**src/rtl/noc_arb_pkg.sv**
```systemverilog
`default_nettype none
// +----------------------------------------------------------------------+
// | noc_arb_pkg : shared constants and rotate-priority helper             |
// | Rev 1.0                                                              |
// +----------------------------------------------------------------------+
package noc_arb_pkg;

    localparam int NCH   = 4;
    localparam int CH_W  = 2;
    localparam int DEPTH = 16;
    localparam int CNT_W = 5;

    // Returns {found, ch}; offsets are walked from far to near so the
    // channel immediately after ptr overrides everything else.
    function automatic logic [CH_W:0] rr_pick(
        input logic [NCH-1:0]  eligible,
        input logic [CH_W-1:0] ptr
    );
        logic [CH_W-1:0] idx;
        logic [CH_W:0]   res;
        res = '0;
        for (int i = NCH; i >= 1; i--) begin
            idx = ptr + CH_W'(i);
            if (eligible[idx]) begin
                res = {1'b1, idx};
            end
        end
        return res;
    endfunction

endpackage
`default_nettype wire

```
**src/rtl/arb4_rr_pick.sv**
```systemverilog
`default_nettype none
// +----------------------------------------------------------------------+
// | arb4_rr_pick : combinational rotate-priority encoder                  |
// | Rev 1.0                                                              |
// +----------------------------------------------------------------------+
module arb4_rr_pick
    import noc_arb_pkg::*;
(
    input  logic [NCH-1:0]  eligible,
    input  logic [CH_W-1:0] ptr,
    output logic            found,
    output logic [CH_W-1:0] ch
);

    logic [CH_W:0] w_pick;

    always_comb begin
        w_pick = rr_pick(eligible, ptr);
        found  = w_pick[CH_W];
        ch     = w_pick[CH_W-1:0];
    end

endmodule
`default_nettype wire

```
**src/rtl/arb4_rr_1705.sv**
```systemverilog
`default_nettype none
// +----------------------------------------------------------------------+
// | arb4_rr_1705 : credit-limited round-robin grant generator that        |
// | tracks request-FIFO occupancy per channel and drives back-pressure.   |
// | Rev 1.0                                                              |
// +----------------------------------------------------------------------+
module arb4_rr_1705
    import noc_arb_pkg::*;
#(
    parameter int MAX_OUT = 2
)
(
    input  logic                 clk,
    input  logic                 rst,
    input  logic                 p_req_val,
    input  logic [CH_W-1:0]      p_req_ch,
    input  logic                 p_done,
    input  logic                 p_en,
    output logic                 p_req_rdy,
    output logic                 p_arb_val,
    output logic [CH_W-1:0]      p_arb_ch,
    output logic [NCH*CNT_W-1:0] p_pend
);

    localparam int OUT_W = $clog2(MAX_OUT + 1);

    logic [CNT_W-1:0] r_cnt     [NCH];
    logic [CNT_W-1:0] w_cnt_nxt [NCH];
    logic [CNT_W-1:0] r_total;
    logic [CNT_W-1:0] w_total_nxt;
    logic [OUT_W-1:0] r_out;
    logic [OUT_W-1:0] w_out_nxt;
    logic [CH_W-1:0]  r_rr_ptr;
    logic             r_arb_val;
    logic [CH_W-1:0]  r_arb_ch;

    logic [NCH-1:0]   w_elig;
    logic [NCH-1:0]   w_inc;
    logic [NCH-1:0]   w_dec;
    logic             w_found;
    logic [CH_W-1:0]  w_win;
    logic             w_credit;
    logic             w_grant;
    logic             w_enq;
    logic             w_done;

    generate
        for (genvar i = 0; i < NCH; i++) begin : g_ch
            assign w_elig[i] = |r_cnt[i];
            assign w_inc[i]  = w_enq   & (p_req_ch == CH_W'(i));
            assign w_dec[i]  = w_grant & (w_win    == CH_W'(i));
            assign p_pend[i*CNT_W +: CNT_W] = r_cnt[i];
        end
    endgenerate

    arb4_rr_pick u_pick (
        .eligible (w_elig),
        .ptr      (r_rr_ptr),
        .found    (w_found),
        .ch       (w_win)
    );

    // Credit is judged on the registered count, so a same-cycle p_done
    // never unlocks a grant.
    assign w_credit  = (r_out < OUT_W'(MAX_OUT));
    assign w_grant   = p_en & w_found & w_credit;
    assign p_req_rdy = (r_total < CNT_W'(DEPTH));
    assign w_enq     = p_req_val & p_req_rdy;
    assign w_done    = p_done & (r_out != '0);

    always_comb begin
        for (int i = 0; i < NCH; i++) begin
            w_cnt_nxt[i] = r_cnt[i];
            case ({w_inc[i], w_dec[i]})
                2'b10:   w_cnt_nxt[i] = r_cnt[i] + CNT_W'(1);
                2'b01:   w_cnt_nxt[i] = r_cnt[i] - CNT_W'(1);
                default: w_cnt_nxt[i] = r_cnt[i];
            endcase
        end

        w_total_nxt = r_total;
        case ({w_enq, w_grant})
            2'b10:   w_total_nxt = r_total + CNT_W'(1);
            2'b01:   w_total_nxt = r_total - CNT_W'(1);
            default: w_total_nxt = r_total;
        endcase

        w_out_nxt = r_out;
        case ({w_grant, w_done})
            2'b10:   w_out_nxt = r_out + OUT_W'(1);
            2'b01:   w_out_nxt = r_out - OUT_W'(1);
            default: w_out_nxt = r_out;
        endcase
    end

    always_ff @(posedge clk or negedge rst) begin
        if (!rst) begin
            for (int i = 0; i < NCH; i++) begin
                r_cnt[i] <= '0;
            end
            r_total   <= '0;
            r_out     <= '0;
            r_rr_ptr  <= CH_W'(NCH - 1);
            r_arb_val <= 1'b0;
            r_arb_ch  <= '0;
        end else begin
            for (int i = 0; i < NCH; i++) begin
                r_cnt[i] <= w_cnt_nxt[i];
            end
            r_total   <= w_total_nxt;
            r_out     <= w_out_nxt;
            r_arb_val <= w_grant;
            if (w_grant) begin
                r_rr_ptr <= w_win;
                r_arb_ch <= w_win;
            end
        end
    end

    assign p_arb_val = r_arb_val;
    assign p_arb_ch  = r_arb_ch;

`ifndef SYNTHESIS
    // Upstream protocol errors: enqueue into a full FIFO, or a completion
    // with nothing outstanding.
    a_enq_when_full: assert property (@(posedge clk) disable iff (!rst)
        p_req_val |-> p_req_rdy);
    a_done_underflow: assert property (@(posedge clk) disable iff (!rst)
        p_done |-> (r_out != '0));
`endif

endmodule
`default_nettype wire

```
**config.mk**
```make
export PLATFORM = sky130hd
export DESIGN_NAME = arb4_rr_1705
export DESIGN_NICKNAME = d
export VERILOG_FILES = /design/src/rtl/noc_arb_pkg.sv /design/src/rtl/arb4_rr_pick.sv /design/src/rtl/arb4_rr_1705.sv
export SDC_FILE = /design/constraint.sdc
export NUM_CORES = 1
export LEC_CHECK = 0
export CAP_MARGIN = 40
export CORE_ASPECT_RATIO = 0.6
export CORE_MARGIN = 10
export CORE_UTILIZATION = 45
export DETAILED_ROUTE_END_ITERATION = 7
export GPL_ROUTABILITY_DRIVEN = 0
export PLACE_DENSITY = 0.68
export SYNTH_ARGS = -nofsm -noshare
export SYNTH_HDL_FRONTEND = slang
export SYNTH_SLANG_ARGS = --single-unit
```
**constraint.sdc**
```tcl
create_clock -name clk -period 10 [get_ports clk]
set_input_delay 1 -clock clk [delete_from_list [all_inputs] [get_ports clk]]
set_output_delay 1 -clock clk [all_outputs]
set_load 0.005 [all_outputs]
```
; ---- Yosys cells after proc, flatten, opt, wreduce, memory -nomap -nowiden
; Index checks and enable logic that the tools add are counted.
[word_totals]
register_bits = 32
output_inout_bits = 24
elab_cells = 91
[classes]
add_sub_neg = 15
n_lt_le_gt_ge = 6
n_eq_ne = 18
mux = 18
bitwise_logic = 12
reduce_logical = 13
[ops]
columns = operator, count
row1 = $pmux 5 s2, 5
row2 = $add 5x1->5 const B, 5
row3 = $sub 5x1->5 const B, 5
row4 = $eq 2x2->1 const B, 10
row5 = $reduce_or 5->1, 4
row6 = $eq 2x1->1 const B, 8
row7 = $reduce_bool 2->1, 7
row8 = $and 1x1->1, 12
row9 = $lt 2x3->1 const B, 4
row10 = $mux 3, 4
row11 = $bmux 1 s2, 4
row12 = $lt 5x5->1 const B, 1
row13 = $add 2x1->2 const B, 2
row14 = $add 2x2->2 const B, 2
row15 = $logic_not 2->1, 2
row16 = $mux 1, 4
row17 = $pmux 2 s2, 1
row18 = $lt 2x2->1 const B, 1
row19 = $sub 2x1->2 const B, 1

; ---- Longest topological paths before layout
[depth]
word_depth = 12
mapped_depth = 15
mapped_depth_nobuf = 15

; ---- Hierarchy
; Synthesis repeated with hierarchy kept, for this count alone.
[hier_totals]
hier_cells = 238
area_unflattened_um2 = 2170.8
[modules_own_cells]
columns = module, instances, cells_per_inst, area_per_inst_um2
row1 = arb4_rr_1705, 1, 224, 2092.0
row2 = arb4_rr_pick, 1, 14, 78.8

; ---- Worst setup path after synthesis
; OpenSTA, ideal clock, no wires.
[synth_timing]
kind = reg2reg
startpoint = register r_cnt (netlist bit p_pend[15])
endpoint = register r_cnt (netlist bit p_pend[9])
setup_ns = 0.079
arrival_time_ns = 3.094
t_required_ns = 9.921
slack_ns = 6.827
stages_incl_launch_ff = 14
synth_period_minus_slack_ns = 3.173
cell_sequence = dfrtp_1 or4_4 nand2b_4 a2111oi_2 o21ai_0 nor2b_1 ha_1 inv_1 fa_1 nor2b_1 o21ai_0 and3_1 nor3_1 xor2_1
[synth_via]
elab_chain_cells = 12
elab_cells_between_ends = 21
cone_classes = 3 x eq/ne / 13 x mux / 3 x bitwise / 2 x reduce/logical
[synth_lines]
columns = element, line
row1 = from (decl), arb4_rr_1705.sv:27  ; logic [CNT_W-1:0] r_cnt [NCH];
row2 = "from (signal, indexed assignment)", arb4_rr_1705.sv:108  ; r_cnt[i] <= w_cnt_nxt[i];
row3 = $reduce_or 5->1 (*), arb4_rr_1705.sv:49  ; assign w_elig[i] = |r_cnt[i];
row4 = $bmux 1 s2, noc_arb_pkg.sv:24  ; if (eligible[idx]) begin
row5 = $mux 1 (implied by the code), noc_arb_pkg.sv:24
row6 = $mux 3 (3 in series), noc_arb_pkg.sv:24
row7 = $mux 3 (*), noc_arb_pkg.sv:24
row8 = $and 1x1->1 (2 in series), arb4_rr_1705.sv:66  ; assign w_grant = p_en & w_found & w_credit;
row9 = $and 1x1->1 (*), arb4_rr_1705.sv:51  ; assign w_dec[i] = w_grant & (w_win == CH_W'(i));
row10 = $eq 2x1->1 or $eq 2x2->1 (tied branches), arb4_rr_1705.sv:74  ; case ({w_inc[i], w_dec[i]})
row11 = $pmux 5 s2 or $reduce_bool 2->1 (tied branches), --
; Mark *: on every way between the ends. The rest lies on a longest branch, timed or not. The select of a mux whose other input is x is not followed.
; A chain may end at the register's enable or synchronous reset.

; ---- Worst setup path after layout
[layout_timing]
startpoint = register r_cnt (netlist bit p_pend[5])
endpoint = register r_cnt (netlist bit p_pend[19])
; Same word-level chain as after synthesis.

==> reports/results.ini <==
[outcome]
status = complete, no violations

[drt]
drt_pre_antenna_iters = 4
drt-total-wl_um = 4406
wl_per_cell_um = 14.26
drt_first_iter_violations = 38
ant_nets = 0
post-route-drc-count = 0
vias = 1535
via_per_inst = 4.968

[floorplan]
io_pins = 31
coreArea_sq_um = 4588
dieArea_sq_um = 8032
die_y_um = 73.54
rows = 19
fp.dieW_um = 109.2
initial_core_util_pct = 46.85

[cells_and_area]
fin_util_pct = 56.64
fill_cells = 433
syn_to_final_growth_pct = 20.90
num_antenna_cells = 0
drive_above_1_share_pct = 9.756
final_nets = 278

[global_routing]
overflow = 0
grt_pass1_wl_um = 7652
grt_usage_pct = 12.09
grt_max_degree = 33
antenna_found_initial = 0
grt_pass1_vias = 1596

[timing]
finalCriticalPeriod_ns = 3.572
rsz0062_at_grt = no
min_period_over_period_pct = 35.72
final.setup.worst_slack_ns = 6.428
slew_viol_final = 0
slew_headroom_pct = 67.60
fin_tns_setup_ns = 0
tightest_slew_ns = 0.4816
fin_skew_ns = 0.009016
hold_viol = 0
fmax_mhz = 279.9
setup_viol_count_final = 0

[cts]
cts_buffer_depth = 2
postCtsSetupBuffers = 0
cts_sinks = 32
clk_pin_slew_ns = 0.07
tritoncts = done
cts_hold_buf = 0
worstSkewPairLatency_ns = 0.28
cts_buffers = 5
h-tree-depth = 2
root_buffer = clkbuf_8
post_cts_resized = 0

[power]
p_comb_share_pct = 57.3
power_density_nw_per_um2 = 330.1
p_switching_mw = 0.3469
sw_frac_of_total_pct = 40.43
p_total_mw = 0.8580
p_int_mw = 0.5111
p_leak_nw = 1.195
seqPwrFrac_pct = 31.6
ir_worst_vdd_uv = 158.9
pwr-share-clk_pct = 11.1

[synthesis]
synth_seq_area_share_pct = 37.37
synth_cell_types = 39
avgSynthCellArea_sq_um = 10.14
ys_ff_latch = 32
synthFlopType = dfrtp_1
synth_edf_count = 0
synth_warnings = 0
ys_async_sr_fraction_pct = 100.0
netlist_area_sq_um = 2150
syn_nets = 245
syn_inst = 212

[job]
max_cap_violations = 0

[place]
hpwl_um = 3481
dpl_worst_slack_ns = 6.145
numPortBuffers = 30

[hold_path]
hp-class = register to register

[worst_setup_path]
end_kind = register
crit_path_max_fanout = 5
worstPathRequired_ns = 10.21
arrival_ns = 3.78
cp-start-kind = register
critPathKind = register to register
r2r_slack_ns = 6.43

==> metal layers <==
metal / routed length (um) / global-route usage (%) / up-vias
li1: - / - / 786
met4: 41 / 4.310 / 0
met5: 0 / 0 / -
met2: 1812 / 17.89 / 23
met1: 2279 / 15.84 / 721
met3: 273 / 4.454 / 5
==> worst max-delay path: stages (launching register included) <==
cell	delay (ns)
dfrtp_1	0.45
or4_4	0.62
nor4b_4	0.32
a2111oi_2	0.09
nor4_2	0.29
and2_1	0.19
ha_1	0.23
inv_1	0.10
fa_1	0.43
nor2b_1	0.13
o21ai_0	0.12
and3_1	0.20
nor3_1	0.17
xor2_1	0.16
==> worst paths after layout <==
check,startpoint,cells past startpoint,endpoint
max in group asynchronous,rst,2,r_rr_ptr[1]
min,p_pend[14],1,p_pend[14]
max reg2reg,p_pend[5],13,p_pend[19]
min reg2reg,p_pend[14],1,p_pend[14]
max,p_pend[5],13,p_pend[19]
min in group asynchronous,rst,2,r_total[1]
==> sequential cells by signal, summed over array words and instances (netlist names) <==
name / flops
r_total: 5
r_rr_ptr: 2
p_arb_val: 1
p_pend: 20
p_arb_ch: 2
r_out: 2
==> power groups by stage <==
stage / registers [mW] / logic (mW) / clock network [mW]
floorplan: 0.259 / 0.333 / 0
detailed placement: 0.273 / 0.498 / 0
finish: 0.271 / 0.491 / 0.0956
global route: 0.283 / 0.557 / 0.107
CTS: 0.271 / 0.500 / 0.100
global placement: 0.273 / 0.485 / 0
==> cell usage after synthesis, drive strengths merged (3+ instances only) <==
cell type | count | area [sq um]
and3 | 5 | 31.28
fa | 5 | 100.1
or4 | 3 | 30.03
xnor2 | 8 | 70.07
dfrtp | 30 | 750.7
nor3 | 7 | 46.30
nor2b | 10 | 62.56
a21oi | 10 | 50.05
nor2 | 7 | 33.78
inv | 24 | 92.59
clkbuf | 5 | 18.77
ha | 21 | 262.8
o21ai | 19 | 95.09
nand2 | 14 | 52.55
a21o | 7 | 56.31
mux2i | 3 | 30.03
xor2 | 15 | 131.4
==> stage by stage <==
stage,hold WS (ns),instance area (sq um),cells
after CTS,0.4973,2599,309
after global placement,0.4775,2517,301
after floorplan,0.4563,2150,212
final,0.4959,2599,309
after detailed placement,0.4841,2517,301
after global routing,0.5170,2599,309
==> cell type report <==
cell class | instances | area, sq um | area share [%]
Multi-Input combinational cell | 151 | 1235 | 47.52
Sequential cell | 32 | 803.3 | 30.91
Timing Repair Buffer | 31 | 307.8 | 11.84
Inverter | 24 | 92.59 | 3.563
Tap cell | 63 | 78.83 | 3.033
Clock buffer | 7 | 76.32 | 2.937
Clock inverter | 1 | 5.005 | 0.1926
==> logic make-up (layout without fill, tap and decap cells) <==
group	count (synthesis)	count (layout)	synth area share (%)
adder cells (fa/ha/maj)	26	26	16.88
AO/OA/AOI/OAI	43	43	12.69
XOR/XNOR	23	23	9.372
multiplexers	5	5	2.794
AND/OR/NAND/NOR	54	54	15.72
flip-flops	32	32	37.37
buffers and inverters	29	63	5.181
==> cell usage in the layout, fill, tap and decap left out, types with 3 or more instances in the layout <==
cell type / instances
a21o_1: 4
a21o_2: 3
a21oi_1: 10
and3_1: 5
clkbuf_8: 5
clkdlybuf4s50_1: 30
dfrtp_1: 30
fa_1: 5
ha_1: 21
inv_1: 23
mux2i_1: 3
nand2_1: 14
nor2_1: 6
nor2b_1: 10
nor3_1: 6
o21ai_0: 19
xnor2_1: 8
xor2_1: 15
(Power assumes the default switching activity.)
